--- config.mk ---
export PLATFORM = sky130hd
export DESIGN_NAME = dmem_arbiter
export DESIGN_NICKNAME = d
export VERILOG_FILES = /design/src/rtl/dmem_arbiter.sv
export SDC_FILE = /design/constraint.sdc
export NUM_CORES = 1
export LEC_CHECK = 0
export CAP_MARGIN = 25
export CORE_ASPECT_RATIO = 0.8
export CORE_MARGIN = 2
export CORE_UTILIZATION = 30
export DETAILED_ROUTE_END_ITERATION = 16
export GPL_TIMING_DRIVEN = 0
export PLACE_DENSITY = 0.81
export RECOVER_POWER = 100
export SYNTH_ARGS = -nofsm -noshare
export SYNTH_HDL_FRONTEND = slang
export SYNTH_SLANG_ARGS = --single-unit
--- constraint.sdc ---
create_clock -name clk -period 1.7 [get_ports clk]
set_input_delay 0.34 -clock clk [delete_from_list [all_inputs] [get_ports clk]]
set_output_delay 0.34 -clock clk [all_outputs]
set_load 0.05 [all_outputs]
--- src/rtl/dmem_arbiter.sv ---
// Two-port round-robin arbiter with lock for a single-port data memory.
// Byte/word address translation, range check, registered completion.
module dmem_arbiter #(
    parameter int DEPTH     = 64,
    parameter int BYTE_ADDR = 1,
    parameter int LOCK_MAX  = 16
) (
    input  logic        clk,
    input  logic        rst_n,
    input  logic        p0_req,
    input  logic        p0_we,
    input  logic [31:0] p0_addr,
    input  logic [31:0] p0_wdata,
    input  logic        p0_lock,
    output logic        p0_gnt,
    output logic        p0_rvalid,
    output logic [31:0] p0_rdata,
    output logic        p0_err,
    input  logic        p1_req,
    input  logic        p1_we,
    input  logic [31:0] p1_addr,
    input  logic [31:0] p1_wdata,
    input  logic        p1_lock,
    output logic        p1_gnt,
    output logic        p1_rvalid,
    output logic [31:0] p1_rdata,
    output logic        p1_err,
    output logic        mem_we,
    output logic [31:0] mem_a,
    output logic [31:0] mem_wd,
    input  logic [31:0] mem_rd
);

    localparam int CW = (LOCK_MAX > 2) ? $clog2(LOCK_MAX) : 1;
    localparam logic [CW-1:0] CMAX = CW'(LOCK_MAX - 1);

    typedef enum logic [1:0] {
        IDLE = 2'd0,
        OWN0 = 2'd1,
        OWN1 = 2'd2
    } state_t;

    state_t        state, nstate;
    logic [CW-1:0] cnt;
    logic          rr;
    logic          g0, g1;
    logic          forced;
    logic [31:0]   idx0, idx1;
    logic          in0, in1;

    assign idx0 = (BYTE_ADDR != 0) ? {2'b00, p0_addr[31:2]} : p0_addr;
    assign idx1 = (BYTE_ADDR != 0) ? {2'b00, p1_addr[31:2]} : p1_addr;
    assign in0  = idx0 < 32'(DEPTH);
    assign in1  = idx1 < 32'(DEPTH);

    assign forced = (state != IDLE) && (cnt == CMAX);

    // rr = 0 favours p0 when both request from IDLE
    always_comb begin
        g0     = 1'b0;
        g1     = 1'b0;
        nstate = state;
        unique case (state)
            IDLE: begin
                if (p0_req && (!p1_req || !rr)) g0 = 1'b1;
                else if (p1_req)                g1 = 1'b1;
                if (g0 && p0_lock) nstate = OWN0;
                if (g1 && p1_lock) nstate = OWN1;
            end
            OWN0: begin
                g0 = p0_req;
                if (!p0_req || !p0_lock || forced) nstate = IDLE;
            end
            OWN1: begin
                g1 = p1_req;
                if (!p1_req || !p1_lock || forced) nstate = IDLE;
            end
            default: nstate = IDLE;
        endcase
        if (!rst_n) begin
            g0 = 1'b0;
            g1 = 1'b0;
        end
    end

    assign p0_gnt = g0;
    assign p1_gnt = g1;

    always_comb begin
        mem_we = 1'b0;
        mem_a  = 32'd0;
        mem_wd = 32'd0;
        if (g0) begin
            mem_we = p0_we && in0;
            mem_a  = idx0;
            mem_wd = p0_wdata;
        end else if (g1) begin
            mem_we = p1_we && in1;
            mem_a  = idx1;
            mem_wd = p1_wdata;
        end
    end

    always_ff @(posedge clk or negedge rst_n) begin
        if (!rst_n) begin
            state <= IDLE;
            cnt   <= '0;
            rr    <= 1'b0;
        end else begin
            state <= nstate;
            if (state == IDLE)  cnt <= '0;
            else if (cnt != CMAX) cnt <= cnt + 1'b1;
            if (g0)          rr <= 1'b1;
            else if (g1)     rr <= 1'b0;
            else if (forced) rr <= (state == OWN0);
        end
    end

    always_ff @(posedge clk or negedge rst_n) begin
        if (!rst_n) begin
            p0_rvalid <= 1'b0;
            p0_err    <= 1'b0;
            p0_rdata  <= 32'd0;
            p1_rvalid <= 1'b0;
            p1_err    <= 1'b0;
            p1_rdata  <= 32'd0;
        end else begin
            p0_rvalid <= g0;
            p1_rvalid <= g1;
            p0_err    <= g0 && (!in0 || (forced && p0_lock));
            p1_err    <= g1 && (!in1 || (forced && p1_lock));
            if (g0 && !p0_we) p0_rdata <= in0 ? mem_rd : 32'd0;
            if (g1 && !p1_we) p1_rdata <= in1 ? mem_rd : 32'd0;
        end
    end

endmodule

Word-level counts from Yosys, hierarchy flattened
Index checks and enable logic that the tools add are counted.
Word-level totals
  register bits: 75
  logic and storage cells: 79
  memories: 0
  ROM bits: 0
  bits in writable memories: 0
  bits in latches: 0
Cells by class
  reduce and logical (&&, ||, !) cells: 33
  div/mod/pow operators: 0
  multiplexer cells: 27
  bitwise gates (word level): 0
  equality and inequality tests: 7
  order comparisons: 2
  multiply operators: 0
  add/subtract/negate cells: 1
  shifts and indexed selects: 0
Operators with widths (count)
  32-bit 2-to-1 mux: 4
  30-bit by 7-bit less-than comparator with 1-bit output, second input constant: 2
  30-bit 2-to-1 mux: 2
  1-bit logical AND: 12
  1-bit 2-to-1 mux: 12
  1-bit logical NOT: 9
  2-bit 2-to-1 mux: 4
  4-bit 2-to-1 mux: 2
  1-bit logical OR: 7
  2-bit case mux with 3 select lines: 1
  4-bit by 1-bit adder with 4-bit output, second input constant: 1
  4-bit == test, second input constant: 1
  2-bit != test, second input constant: 2
  4-bit != test, second input constant: 1
  1-bit case mux with 2 select lines: 2
  2-bit nonzero test: 2
  3-bit != test, second input constant: 1
  3-bit AND reduction: 1
  3-bit nonzero test: 1
  2-bit by 1-bit == test with 1-bit output, second input constant: 1
  2-bit == test, second input constant: 1
  2-bit logical NOT: 1

Longest topological paths before layout
Gate-level depths: netlist of run 1.
  word-level depth: 9
  mapped depth: 6
  mapped depth without buffers: 5

Worst setup path after synthesis of run 1
Ideal clock, no wire load.
  path kind: register to output
  from: reg state[1]
  to: out mem_we
  data required time: 1.360 ns
  cell stages (with the launch flop): 7
  slack: -0.655 ns
  data arrival time: 2.015 ns
  path through: dfrtp_1 -> nor2b_1 -> and3_1 -> buf_2 -> buf_2 -> nand2_1 -> o22ai_1
Between the ends
  elaborated cells on any way between the ends: 9
RTL lines
  start, declared: RTL line 43  | state_t state, nstate;
  start signal, assigned: RTL line 110  | state <= nstate;
  2-bit by 1-bit == test with 1-bit output / 2-bit logical NOT (equally long branches): RTL line 63  | unique case (state)
  1-bit case mux with 2 select lines *: RTL line 63
  1-bit 2-to-1 mux *: RTL line 80  | if (!rst_n) begin
  named net p0_gnt: RTL line 15  | output logic p0_gnt,
  1-bit 2-to-1 mux *: RTL line 93  | if (g0) begin
  end, declared: RTL line 28  | output logic mem_we,
Mark *: on every way through the listed nets, which the timed path passes. The rest lies on a longest branch.

Worst setup path after layout of run 1
  from: reg rr
  to: out mem_a[16]
Between the ends
  cells in the longest elaborated chain, start to end: 9
  elaborated cells on any way between the ends: 13
Ends and longest elaborated chain
  start, declared: RTL line 45  | logic rr;
  start signal, assigned: RTL line 115  | else if (forced) rr <= (state == OWN0);
  1-bit logical NOT *: RTL line 65  | if (p0_req && (!p1_req || !rr)) g0 = 1'b1;
  1-bit logical OR *: RTL line 65
  1-bit logical AND *: RTL line 65
  1-bit 2-to-1 mux: RTL line 65
  1-bit 2-to-1 mux: RTL line 63
  1-bit case mux with 2 select lines: RTL line 63
  1-bit 2-to-1 mux: RTL line 80
  30-bit 2-to-1 mux: RTL line 97  | end else if (g1) begin
  30-bit 2-to-1 mux *: RTL line 93
  end, declared: RTL line 29  | output logic [31:0] mem_a,
Every way passes the cells marked *; elsewhere a longest branch is shown, timed or not. The select of a mux whose other input is x is not followed.

==> results of run 1 <==
-- power by group through the flow --
stage          registers, mW  logic (mW)  clock network [mW]
2_1_floorplan           1.87       0.877                   0
3_3_place_gp            1.85        1.68                   0
3_5_place_dp            1.85        1.70                   0
4_1_cts                 1.81        1.86                1.96
5_1_grt                 1.82        1.99                2.04
6_report                1.81        1.92                1.92
-- registers in the layout, summed over array words and instances (netlist names) --
signal and count:
p0_rdata 32, p1_rdata 32, cnt 4, state 2, p0_err 1, p0_rvalid 1
p1_err 1, p1_rvalid 1, rr 1
-- metal layers --
layer,vias up,part of all wire [%],wire (um),GRT usage (%)
met5,-,0.070,13,0
met4,2,2.1,383,7.68
met3,31,5.1,941,6.25
met2,187,51,9330,45.5
met1,2181,42,7780,35.6
li1,2029,-,-,-
-- metrics by stage --
stage / TNS (ps) / utilization [%] / cells / worst slack, ps / power [mW]
final: -38230 / 69.7 / 862 / -626 / 5.65
after global routing: -41810 / 69.7 / 862 / -680 / 5.85
after CTS: -37770 / 68.3 / 861 / -628 / 5.64
after detailed placement: -130020 / 61.7 / 830 / -1730 / 3.54
after global placement: -613160 / 61.5 / 829 / -3880 / 3.53
after floorplan: -8120 / - / 362 / -140 / 2.75
-- synth_stat cells, types with 4 or more instances --
library cell | instances | area share (%)
dfrtp_1 | 75 | 49
nand2_1 | 68 | 6.7
o2bb2ai_1 | 64 | 15
a22o_1 | 62 | 14
buf_2 | 17 | 2.2
nor4_1 | 12 | 2.0
clkbuf_1 | 10 | 0.98
buf_6 | 6 | 1.8
and4_1 | 5 | 1.1
buf_4 | 5 | 0.98
and3_1 | 4 | 0.66
nand3_1 | 4 | 0.53
-- cell type report --
type	instances	share of cell area (%)
Sequential cell	75	21.9
Inverter	3	0.131
Clock inverter	6	0.759
Buffer	34	5.24
Tap cell	171	2.49
Timing Repair Buffer	317	38.0
Clock buffer	10	2.79
Multi-Input combinational cell	246	28.7
-- placed cells by master, fill, tap and decap left out, types with 7 or more instances in the layout --
cell type,netlist,final
nor4_2,0,7
clkbuf_16,0,12
o2bb2ai_2,0,10
dfrtp_1,75,75
dlygate4sd2_1,0,86
o2bb2ai_1,64,54
buf_8,0,18
dlymetal6s2s_1,0,8
nand2_1,68,68
clkdlybuf4s50_1,0,136
buf_12,0,10
buf_6,6,58
a22o_4,0,62
buf_4,5,16
-- timing repair --
action                                  4_1_cts  5_1_grt
endpoints found under the setup margin      199      127
gates resized for setup                     624       40
buffers inserted                             14        4
pin swaps                                    11        6
hold buffers                                  1        0
cloned                                        2        1
hold endpoints to repair                      3        0
-- worst reg2reg max path, cell delays in order, from the launching register on --
cell       delay (ps)
dfrtp_1           390
or3b_4            390
and3_4            180
buf_4             130
nand2_2           140
buf_6             170
o2bb2ai_1         130
-- logic make-up (layout without fill, tap and decap cells) --
logic type                 Yosys count  after routing  share of synthesized area [%]
buffers and inverters               41            370                           6.27
xor gates and xnor gates             1              1                          0.230
adders and majority gates            1              1                          0.328
other                                1              2                         0.0984
and+or+nand+nor                    105            105                           13.0
muxes                                1              1                          0.263
AOI/OAI and AO/OA                  136            136                           30.6
DFF                                 75             75                           49.2
-- worst max-delay path by stage --
stage | from | endpoint | slack [ps]
floorplan | state[1] | mem_a[0] | -140
global placement | rst_n | mem_a[3] | -3880
detailed placement | p0_addr[12] | mem_we | -1730
CTS | state[1] | mem_a[16] | -630
global route | state[1] | mem_a[16] | -680
finish | rr | mem_a[16] | -630
==> results.sh, run 1 <==
export IMPL_cp_max_fo=10
export IMPL_power_density_mw_per_mm2=659
export IMPL_routed_wl_um=18500
export IMPL_grt_pass1_wl_um=28200
export IMPL_syn2layout_area_growth_pct=125
export IMPL_holdWs_ps=131
export IMPL_seq_area_mm2=0.00188
export IMPL_routedWlPerCell_um=21.4
export IMPL_num_nets_final=855
export IMPL_yosysWarningCount=0
export IMPL_grt_usage_pct=27.4
export IMPL_setup_ws_ps=-626
export IMPL_ios=303
export IMPL_ys_types=32
export IMPL_clkPwrFrac_pct=34.0
export IMPL_fmax_ghz=0.430
export IMPL_grt_max_degree=78
export IMPL_multi_input_area_mm2=0.00246
export IMPL_irDropWorstVdd_uv=451
export IMPL_cts_buffer_depth=2
export IMPL_rrSetupSlack_ps=90
export IMPL_cp_start_kind="register"
export IMPL_cts_sinks=75
export IMPL_clockRootBuffer="clkbuf_16"
export IMPL_cp_depth=6
export IMPL_insertion_delay_ps=340
export IMPL_finalSetupViolations=65
export IMPL_synthArstFlopShare_pct=100
export IMPL_antenna_cells=0
export IMPL_fillers=917
export IMPL_cpMostUsedCell="buf_12"
export IMPL_placedInstanceArea_mm2=0.00759
export IMPL_seq_power_share_pct=32.1
export IMPL_combPwrFrac_pct=33.9
export IMPL_clk_pin_slew_worst_paths_ps=60
export IMPL_swShare_pct=30.8
export IMPL_p_leak_nw=4.06
export IMPL_drv_cap=0
export IMPL_synth_edf_count=0
export IMPL_ys_flop_type="dfrtp_1"
export IMPL_cpLargestDelayFamily="simple AND/OR/NAND/NOR gates"
export IMPL_p_sw_mw=1.74
export IMPL_final_area_mm2=0.00858
export IMPL_drt_pass1_iter_count=4
export IMPL_reg2reg_depth=6
export IMPL_dpl_hpwl_um=13900
export IMPL_holdCritPathClass="in2async"
export IMPL_r2r_end="p1_rdata[11]"
export IMPL_worst_setup_path_end_kind="primary output"
export IMPL_die_h_um=105
export IMPL_placementRows=36
export IMPL_vias=4430
export IMPL_tritoncts="done"
export IMPL_placement_io_buffers=296
export IMPL_internal_power_mw=3.91
export IMPL_worst_pin_slew_ps=550
export IMPL_synth_seq_cells=75
export IMPL_start_util_pct=31.0
export IMPL_antenna_found_initial=1
export IMPL_drc=0
export IMPL_cts_buffers=9
export IMPL_cp_slowest_cell="dfrtp_1"
export IMPL_outcome="finished, violations left"
export IMPL_required_ps=1360
export IMPL_critical_path_buf_inv_count=3
export IMPL_die_w_um=130
export IMPL_timing_rr_start="rr"
export IMPL_core_area_mm2=0.0123
export IMPL_syn_inst=361
export IMPL_grt_ovfl_total=0
export IMPL_grt_pass1_vias=4769
export IMPL_yosysSeqAreaShare_pct=49.2
export IMPL_dieArea_mm2=0.0136
export IMPL_report_final_slew_viol_count=0
export IMPL_htreeDepth=3
export IMPL_finalHoldViolations=0
export IMPL_finalCritPeriodShare_pct=137
export IMPL_path_class="reg2out"
export IMPL_period_needed_ps=2330
export IMPL_max_slew_margin_pct=63.4
export IMPL_arrival_ps=1990
export IMPL_finClkSkew_ps=4.97
export IMPL_avgViaCountPerCell=5.14
export IMPL_syn_avg_cell_area_um2=10.6
export IMPL_violations="setup timing"
export IMPL_drive_gt1_share_pct=33.3
export IMPL_gp_congestion=1.00
export IMPL_ant_nets=0
export IMPL_drt_iter0_markers=348
export IMPL_netlist_area_mm2=0.00381
export IMPL_rsz0062_at_grt="true"
export IMPL_path_cells="or3b_4 -> and3_4 -> buf_12 -> buf_12 -> a22o_4 -> buf_8"
export IMPL_cpPeakStageDelay_ps=390
Note: power is estimated with default switching activity, not from simulation.
==> run 2: changes to the inputs <==
- CORE_MARGIN: 2 -> unset
==> run 2 against run 1 <==
Effect of this change:
- the run ends with hold timing, setup timing left
- fmax decreased by 0.67%
- sequential power about the same
- first-iteration DRC count decreased by 38%
- design area increased by 3.6%
- non-clock buffer count increased by 12
- hold slack got worse by 150 ps
- setup slack got worse by 16 ps
- combinational power increased by 5%
- flip-flop and latch count unchanged
- clock power decreased by 2%
- sequential share of layout area decreased by 0.77 points
- critical path type unchanged
- largest cell class unchanged
==> results.sh, run 2 (same netlist as run 1, synthesis figures left out) <==
export IMPL_outcome="finished, violations left"
export IMPL_violations="hold timing, setup timing"
export IMPL_report_final_slew_viol_count=0
export IMPL_internal_power_mw=3.94
export IMPL_swShare_pct=30.9
export IMPL_insertion_delay_ps=340
export IMPL_drc=0
export IMPL_clockRootBuffer="clkbuf_16"
export IMPL_gp_congestion=0.936
export IMPL_cts_sinks=75
export IMPL_seq_power_share_pct=31.8
export IMPL_placedInstanceArea_mm2=0.00759
export IMPL_fmax_ghz=0.427
export IMPL_core_area_mm2=0.0123
export IMPL_vias=4536
export IMPL_final_area_mm2=0.00889
export IMPL_drive_gt1_share_pct=37.8
export IMPL_grt_ovfl_total=0
export IMPL_holdWs_ps=-17.4
export IMPL_finClkSkew_ps=7.08
export IMPL_ios=303
export IMPL_clkPwrFrac_pct=32.9
export IMPL_r2r_end="p1_rdata[24]"
export IMPL_antenna_cells=0
export IMPL_final_common_cell="clkdlybuf4s50_1"
export IMPL_cp_slowest_cell="or3b_4"
export IMPL_drt_iter0_markers=216
export IMPL_tritoncts="done"
export IMPL_holdCritPathClass="in2async"
export IMPL_cts_buffers=9
export IMPL_hold_buffers=1
export IMPL_dpl_hpwl_um=13900
export IMPL_timing_rr_start="rr"
export IMPL_grt_pass1_wl_um=27500
export IMPL_finalHoldViolations=24
export IMPL_dieArea_mm2=0.0132
export IMPL_period_needed_ps=2340
export IMPL_cp_max_fo=10
export IMPL_die_h_um=103
export IMPL_p_sw_mw=1.76
export IMPL_die_w_um=128
export IMPL_rsz0062_at_grt="true"
export IMPL_grt_usage_pct=28.4
export IMPL_rrSetupSlack_ps=40
export IMPL_cp_start_kind="register"
export IMPL_placement_io_buffers=296
export IMPL_drt_pass1_iter_count=4
export IMPL_syn2layout_area_growth_pct=133
export IMPL_cpMostUsedCell="buf_12"
export IMPL_worst_pin_slew_ps=555
export IMPL_setup_ws_ps=-641
export IMPL_irDropWorstVdd_uv=694
export IMPL_start_util_pct=31.0
export IMPL_drv_cap=0
export IMPL_worst_setup_path_end_kind="primary output"
export IMPL_dp_slack_ps=-1710
export IMPL_antenna_found_initial=0
export IMPL_grt_max_degree=30
export IMPL_routed_wl_um=18800
export IMPL_cts_buffer_depth=2
export IMPL_cpPeakStageDelay_ps=410
export IMPL_max_slew_margin_pct=63.1
export IMPL_clk_pin_slew_worst_paths_ps=50
export IMPL_finalSetupViolations=65
export IMPL_num_nets_final=867
export IMPL_p_leak_nw=4.23
export IMPL_ant_nets=0
export IMPL_placementRows=36
export IMPL_routedWlPerCell_um=21.5
export IMPL_path_class="reg2out"
export IMPL_htreeDepth=3
export IMPL_required_ps=1360
export IMPL_reg2reg_depth=6
export IMPL_arrival_ps=2000
export IMPL_finalCritPeriodShare_pct=138
export IMPL_top_regs="p0_rdata: 32 flops, p1_rdata: 32 flops, cnt: 4 flops"
export IMPL_avgViaCountPerCell=5.19
export IMPL_combPwrFrac_pct=35.3
export IMPL_final_cell_mix="126 x clkdlybuf4s50_1, 77 x dlygate4sd2_1, 75 x dfrtp_1"
export IMPL_power_density_mw_per_mm2=642
export IMPL_path_cells="or3b_4 -> and3_4 -> buf_12 -> buf_12 -> a22o_4 -> buf_8"
export IMPL_grt_pass1_vias=4655
## run 2: power by group through the flow
stage               sequential (mW)  clock [mW]  combinational, mW
CTS                            1.81        1.90               1.94
finish                         1.81        1.88               2.01
floorplan                      1.87           0              0.877
global route                   1.81        1.98               2.09
detailed placement             1.85           0               1.70
global placement               1.85           0               1.67
## run 2: layout make-up
| cell class | count | area, um2 |
|---|---|---|
| well taps | 171 | 214 |
| clock inverters | 6 | 66.3 |
| clock buffers | 10 | 229 |
| flip-flops and latches | 75 | 1880 |
| fillers | 890 | 3410 |
| inverters | 3 | 11.3 |
| multi-input cells | 246 | 2530 |
| repair buffers | 328 | 3490 |
| plain buffers | 35 | 463 |
## run 2: worst max path at each step
stage	endpoint	slack, ps	cells past startpoint	start
4_1_cts	mem_wd[20]	-650	6	state[1]
2_1_floorplan	mem_a[0]	-140	5	state[1]
3_5_place_dp	mem_we	-1710	7	p0_addr[17]
6_report	mem_wd[20]	-640	6	rr
5_1_grt	mem_a[0]	-670	6	rr
3_3_place_gp	mem_a[18]	-3850	7	rst_n
## run 2: metrics by stage
stage / util (%) / hold WS (ps) / TNS, ps / total power [mW] / cells
2_1_floorplan: - / 44.4 / -8120 / 2.75 / 362
3_3_place_gp: 61.5 / 472 / -605200 / 3.52 / 829
3_5_place_dp: 61.7 / 265 / -128290 / 3.55 / 830
4_1_cts: 69.6 / -20.8 / -40700 / 5.66 / 866
5_1_grt: 72.3 / -9.06 / -42300 / 5.88 / 874
6_report: 72.3 / -17.4 / -40040 / 5.70 / 874
## run 2: metal layers
layer	share of wire (%)	vias up	track usage, %
met5	0	-	0
met4	1.9	0	7.24
met3	5.6	23	6.90
met2	52	172	49.0
met1	41	2278	35.9
li1	-	2063	-
## run 2: timing repair
item | CTS | global route
resized for setup | 640 | 112
endpoints found under the setup margin | 199 | 127
cloned | 8 | 1
setup buffers | 12 | 9
pin swaps | 12 | 12
endpoints found under the hold margin | 23 | 23
## run 2: critical path, delay by kind of cell, from the launching register on
kind	cells	cell delay (ps)
compound gates	1	220
flops	1	380
simple gates	2	610
buf+inv	3	450
==> run 3: changes to the inputs <==
- REMOVE_ABC_BUFFERS: unset -> 1
==> run 3 against run 2 <==
Effect of this change:
- critical path depth decreased by 1
- sequential power about the same
- setup slack got worse by 44 ps
- fmax decreased by 1.9%
- hold slack improved by 500 ps
- clock-buffer cell count unchanged
- the run ends with setup timing left
- global-route usage decreased by 1.5 points
- via count increased by 5.5%
- design area decreased by 8.2%
- first-iteration DRC count increased by 36%
- non-clock buffer count decreased by 27
- largest power group is now the clock network
- clock power about the same
==> results.sh, run 3 (same netlist as run 1, synthesis figures left out) <==
export IMPL_arrival_ps=2050
export IMPL_die_w_um=128
export IMPL_final_util_pct=66.4
export IMPL_worstHoldPathCells=1
export IMPL_cts_buffer_depth=2
export IMPL_grt_ovfl_total=0
export IMPL_num_nets_final=852
export IMPL_drt_iter0_markers=293
export IMPL_worstHoldStart="p0_rdata[12]"
export IMPL_fillers=935
export IMPL_htreeDepth=3
export IMPL_internal_power_mw=3.76
export IMPL_drt_pass1_iter_count=5
export IMPL_avgViaCountPerCell=5.55
export IMPL_finalSetupViolations=98
export IMPL_final_area_mm2=0.00816
export IMPL_holdCritPathClass="reg2reg"
export IMPL_cp_slowest_cell="dfrtp_1"
export IMPL_p_leak_nw=3.72
export IMPL_clockRootBuffer="clkbuf_16"
export IMPL_grt_max_degree=58
export IMPL_tritoncts="done"
export IMPL_total_power_mw=5.48
export IMPL_power_density_mw_per_mm2=672
export IMPL_setup_ws_ps=-685
export IMPL_path_class="reg2out"
export IMPL_violations="setup timing"
export IMPL_swShare_pct=31.5
export IMPL_placement_io_buffers=296
export IMPL_p_sw_mw=1.72
export IMPL_die_h_um=103
export IMPL_placementRows=36
export IMPL_syn2layout_area_growth_pct=114
export IMPL_hold_end="p0_rdata[12]"
export IMPL_final_cell_mix="148 x clkdlybuf4s50_1, 75 x dfrtp_1, 70 x dlygate4sd2_1"
export IMPL_drive_gt1_share_pct=25.4
export IMPL_multi_input_area_mm2=0.00220
export IMPL_grt_pass1_wl_um=26100
export IMPL_worst_setup_path_end_kind="primary output"
export IMPL_gp_congestion=0.801
export IMPL_clk_pin_slew_worst_paths_ps=60
export IMPL_dpl_hpwl_um=12000
export IMPL_cp_max_fo=28
export IMPL_ios=303
export IMPL_drv_cap=0
export IMPL_worst_pin_slew_ps=1480
export IMPL_placedInstanceArea_mm2=0.00690
export IMPL_grt_usage_pct=26.9
export IMPL_drc=0
export IMPL_rrSetupSlack_ps=-150
export IMPL_combPwrFrac_pct=32.6
export IMPL_routed_wl_um=20700
export IMPL_vias=4786
export IMPL_finalHoldViolations=0
export IMPL_outcome="finished, violations left"
export IMPL_fmax_ghz=0.419
export IMPL_r2r_end="p1_rdata[20]"
export IMPL_finalCritPeriodShare_pct=140
export IMPL_reg2reg_depth=7
export IMPL_seq_area_mm2=0.00188
export IMPL_start_util_pct=31.0
export IMPL_cp_start_kind="register"
export IMPL_required_ps=1360
export IMPL_clkPwrFrac_pct=34.3
export IMPL_rsz0062_at_grt="true"
export IMPL_seq_power_share_pct=33.1
export IMPL_dieArea_mm2=0.0132
export IMPL_insertion_delay_ps=330
export IMPL_antenna_found_initial=5
export IMPL_max_slew_margin_pct=1.56
export IMPL_final_common_cell="clkdlybuf4s50_1"
export IMPL_top_regs="p0_rdata: 32 flops, p1_rdata: 32 flops, cnt: 4 flops"
export IMPL_irDropWorstVdd_uv=523
export IMPL_grt_pass1_vias=4487
export IMPL_path_cells="nor2b_1 -> and3_4 -> clkbuf_16 -> a22o_1 -> buf_4"
export IMPL_cpPeakStageDelay_ps=410
export IMPL_ant_nets=0
export IMPL_cts_sinks=75
export IMPL_finClkSkew_ps=3.55
export IMPL_setup_tns_ps=-41730
export IMPL_routedWlPerCell_um=24.0
export IMPL_cts_buffers=9
export IMPL_core_area_mm2=0.0123
export IMPL_timing_rr_start="state[1]"
export IMPL_period_needed_ps=2390
export IMPL_report_final_slew_viol_count=0
==> run 3: changes by cell type in the layout (fill, tap and decap cells not counted), sizes merged, moves of 2 or more <==
cell	before	now
clkbuf	31	16
dlygate4sd2	77	70
buf	124	96
diode	0	4
clkdlybuf4s15	2	0
clkdlybuf4s50	126	148
and3	5	12
nand3	4	6
nand2	69	72
dlygate4sd3	1	3
==> run 3: final cells by class <==
cell class                 count  area share [%]
timing repair buffer         336            43.5
multi-input combinational    258            27.0
sequential                    75            23.0
clock buffer                  10            2.81
tap                          171            2.62
clock inverter                 6           0.813
inverter                       3           0.184
antenna                        4           0.123
==> run 3: how the worst max path moves through the flow <==
stage,startpoint,endpoint,slack (ps)
CTS,state[1],mem_a[29],-650
global placement,rst_n,p0_rdata[21],-5480
detailed placement,p1_addr[26],mem_we,-2100
floorplan,state[1],p0_rdata[0],-1890
global route,state[1],mem_a[3],-720
finish,state[1],mem_a[3],-690
==> run 3: what timing repair did <==
action | CTS | global route
gates cloned | 9 | 10
endpoints found under the setup margin | 199 | 131
hold buffers | 3 | 0
hold endpoints to repair | 22 | 0
pin swaps | 12 | 22
resized for setup | 528 | 85
setup buffers | 13 | 13
==> run 3: per-layer routing <==
layer / up-vias / wire (um) / track usage, %
li1: 2067 / - / -
met1: 2390 / 8430 / 34.6
met2: 297 / 10000 / 44.5
met3: 30 / 1890 / 7.78
met4: 2 / 337 / 7.24
met5: - / 13 / 0
==> run 3: power groups by stage <==
stage / clock, mW / combinational (mW) / sequential (mW)
6_report: 1.88 / 1.79 / 1.82
5_1_grt: 1.99 / 1.85 / 1.82
4_1_cts: 1.90 / 1.63 / 1.82
2_1_floorplan: 0 / 0.666 / 1.87
3_5_place_dp: 0 / 1.47 / 1.85
3_3_place_gp: 0 / 1.42 / 1.85
==> run 3: worst max-delay path, delay by kind of cell, from the launching register on <==
family | cells | cell delay, ps
buffers and inverters | 2 | 470
DFF | 1 | 410
and+or+nand+nor | 2 | 640
AOI/OAI and AO/OA | 1 | 180
==> run 3: metrics by stage <==
stage,setup slack (ps),hold WS [ps],std cells
5_1_grt,-720,500,860
3_3_place_gp,-5480,470,791
4_1_cts,-646,130,836
2_1_floorplan,-1890,44.4,324
3_5_place_dp,-2100,257,796
6_report,-685,485,863
